$ cat config.mk
export PLATFORM = sky130hd
export DESIGN_NAME = strike_counter
export DESIGN_NICKNAME = d
export VERILOG_FILES = /design/src/rtl/ssd_seq_pkg.sv /design/src/rtl/strike_counter.sv
export SDC_FILE = /design/constraint.sdc
export NUM_CORES = 1
export LEC_CHECK = 0
export CAP_MARGIN = 25
export CORE_AREA = 2 2 39 41
export CTS_CLUSTER_DIAMETER = 40
export DETAILED_ROUTE_END_ITERATION = 8
export DIE_AREA = 0 0 41 43
export PLACE_DENSITY_LB_ADDON = 0.15
export SLEW_MARGIN = 0
export SYNTH_ARGS = -nofsm -noshare
export SYNTH_HDL_FRONTEND = slang
export SYNTH_SLANG_ARGS = --single-unit
$ cat constraint.sdc
create_clock -name clk -period 1.7 [get_ports clk]
set_clock_uncertainty 0.2 [all_clocks]
set_input_delay 0.34 -clock clk [delete_from_list [all_inputs] [get_ports clk]]
set_output_delay 0.34 -clock clk [all_outputs]
set_load 0.01 [all_outputs]
$ cat src/rtl/ssd_seq_pkg.sv
// Shared types and symbol encodings for the seven-segment sequence entry/check path.
package ssd_seq_pkg;

  typedef enum logic [2:0] {
    ST_IDLE,
    ST_COLLECT,
    ST_JUDGE,
    ST_DONE_OK,
    ST_DONE_BOOM
  } state_t;

  // Symbols are one-hot-low so a stuck or blank segment pattern never aliases a real symbol.
  localparam logic [3:0] SYM_0 = 4'b1110;
  localparam logic [3:0] SYM_1 = 4'b1101;
  localparam logic [3:0] SYM_2 = 4'b1011;
  localparam logic [3:0] SYM_3 = 4'b0111;

  localparam int STRIKE_W = 3;

  function automatic logic sym_is_valid(input logic [3:0] sym);
    return (sym == SYM_0) || (sym == SYM_1) || (sym == SYM_2) || (sym == SYM_3);
  endfunction

endpackage

$ cat src/rtl/strike_counter.sv
// Saturating strike counter; at_limit stays high once MAX_STRIKES is reached until reset.
module strike_counter
  import ssd_seq_pkg::*;
#(
  parameter int MAX_STRIKES = 3
) (
  input  logic                clk,
  input  logic                reset,
  input  logic                inc,
  output logic [STRIKE_W-1:0] count,
  output logic                at_limit
);

  localparam logic [STRIKE_W-1:0] LIMIT = STRIKE_W'(MAX_STRIKES);

  // Count never wraps: further strikes after the limit are swallowed.
  always_ff @(posedge clk or posedge reset) begin
    if (reset) begin
      count <= '0;
    end else if (inc && (count != LIMIT)) begin
      count <= count + 1'b1;
    end
  end

  assign at_limit = (count == LIMIT);

endmodule

==> results.toml <==
[clock_tree]
htree_num_levels = 1
cts_tree = "done"
cts_root_buffer = "clkbuf_4"
hold_buffers = 0
clock_sinks = 3
clk_latency_ns = 0.23
cts_buffer_depth = 2
clkTransAtPathRegs_ns = 0.04
cts-buffers-inserted = 3

[route]
final_antenna_net_count = 0
route.detailed.drc = 0
route.vias.total = 115
drt_iter0_drc = 0
dr.pass1.iters = 1
wl_per_cell_um = 7.56
wl_um = 295
viasPerCell = 2.95

[synth]
yosysWarningCount = 0
synthesis.nets = 16
synthTopCellsByCount = "dfrtp_1 (3), ha_1 (2), inv_1 (2)"
syn_inst = 11
synthFlopType = "dfrtp_1"
ys_ff_latch = 3
synth_top_cell_area_share = 0.484
synth_edf_count = 0
yosys-top-cells-area = "dfrtp_1 (48%), ha_1 (16%), mux2_4 (9.7%)"
syn_area_per_cell_um2 = 14.1
synth_area_leader_cell = "dfrtp_1"
async_reset_ff_frac = 1.00
yosysMostFrequentCell = "dfrtp_1"
syn_area_um2 = 155
synth_cell_types = 7
synth-seq-area-share = 0.484

[job]
cap_violations = 0

[grt]
grt_pass1_vias = 138
antenna_found_initial = 0
grt_max_degree = 4
gr-total-overflow = 0
grt_usage = 0.0493
grt_pass1_wl_um = 496

[outcome]
status = "complete, no violations"

[timing]
rsz0062_at_grt = "false"
fmax_mhz = 608
hold_viol = 0
max_slew_margin = 0.919
slew_violations = 0
setup_viol = 0
finalSetupTns_ns = 0
tightest_slew_ns = 0.119
min_period_over_period = 0.968
finalCriticalPeriod_ns = 1.65

[die]
fp.coreArea_um2 = 1380
die-area_um2 = 1760
rows = 14
start_util = 0.112
die_w_um = 41
die_h_um = 43
io_pins = 7

[power]
irDropWorstVdd_v = 0.000457
pwr-share-comb = 0.514
p_sw_mw = 0.159
p_leak_nw = 0.135
clock_power_share = 0.237
seqPwrFrac = 0.249
switching_share = 0.305
power_density_nw_per_um2 = 1920
internal-power_mw = 0.361
power_mw = 0.520

[layout]
reg_top3 = "count x3"
nets = 29
top_register = "count"
syn_to_final_growth_pct = 75.0
largest_reg_flops = 3
drive_gt1_frac = 0.391
diodes = 0

[place]
io_buffer_count = 6
finalWeightedCongestion = 0.586

[worst_setup_path]
crit_chain = "ha_1 > ha_2 > buf_2"
critPathBufInv = 1
worstSetupStartpointType = "flop"
cpLargestDelayFamily = "flip-flops"
endpoint_kind = "primary output"
worst_ep_required_time_ns = 1.16
crit_path_top_delay_cell = "dfrtp_1"
slowest_delay_ns = 0.37
path_max_fanout = 2
critPathArrivalTime_ns = 1.11
worstSetupPathType = "reg -> out"

[hold_path]
hp-class = "in -> async"
==> worst register-to-register path: stages, from the launching register on <==
cell and delay, ns:
dfrtp_1 0.37, ha_1 0.20, ha_2 0.17, nand2b_4 0.16
mux2_4 0.30
==> area by class of cell <==
class,instances,area [um2]
Sequential cell,3,75.1
Timing Repair Buffer,8,67.6
Inverter,2,7.51
Tap cell,16,20.0
Clock buffer,4,26.3
Fill cell,156,1110
Multi-Input combinational cell,6,75.1
==> repair_timing <==
item	in CTS	in global routing
buffers inserted	0	0
gates resized for setup	6	1
endpoints found under the setup margin	3	1
==> cells by family after synthesis <==
kind of cell             after synthesis  synth area share
multiplexers                           2             0.161
buffers and inverters                  2            0.0484
adder cells (fa/ha/maj)                2             0.161
XOR/XNOR                               1            0.0565
AND/OR/NAND/NOR                        1            0.0887
flip-flops                             3             0.484
==> placed cells by master (no fill, tap or decap) <==
cell	count
ha_2	1
clkbuf_1	1
ha_1	1
buf_4	2
nand2b_4	1
clkbuf_4	3
dfrtp_1	3
buf_2	1
dlygate4sd2_1	2
clkdlybuf4s50_1	3
mux2_4	1
xnor2_1	1
inv_1	2
mux2i_1	1
==> power by group through the flow <==
stage                     sequential [mW]  clock (mW)  combinational (mW)
after detailed placement            0.132           0               0.300
final                               0.129       0.123               0.268
after floorplan                     0.155           0               0.120
after global routing                0.136       0.132               0.311
after CTS                           0.131       0.131               0.273
after global placement              0.130           0               0.295
==> path summary, 6_finish.rpt <==
| kind | from | end | slack [ns] | cells after the start |
|---|---|---|---|---|
| setup / recovery | count[0] | at_limit | 0.05 | 3 |
| hold / removal | reset | count[0] | 0.09 | 2 |
| setup reg to reg | count[0] | count[1] | 0.18 | 4 |
| hold reg to reg | count[2] | count[2] | 0.36 | 2 |
| max in group asynchronous | reset | count[1] | 1.09 | 2 |
| min in group clk | count[2] | count[2] | 0.36 | 2 |
==> layer usage <==
layer  GRT usage  share of wire
met5           0              0
met4      0.0800              0
met3      0.0157          0.088
met2      0.0625           0.58
met1      0.0453           0.33
==> through the flow <==
stage	util	std cells	setup WS [ns]	cell area, um2	hold WS (ns)
after floorplan	-	11	0.0779	155	-0.106
after global placement	0.181	35	-0.0700	250	0.321
after detailed placement	0.181	35	-0.0702	250	0.338
after CTS	0.194	39	0.0148	269	0.0898
after global routing	0.196	39	0.00458	272	0.0969
final	0.196	39	0.0547	272	0.0873
No activity file was read; power rests on OpenSTA's default activity.
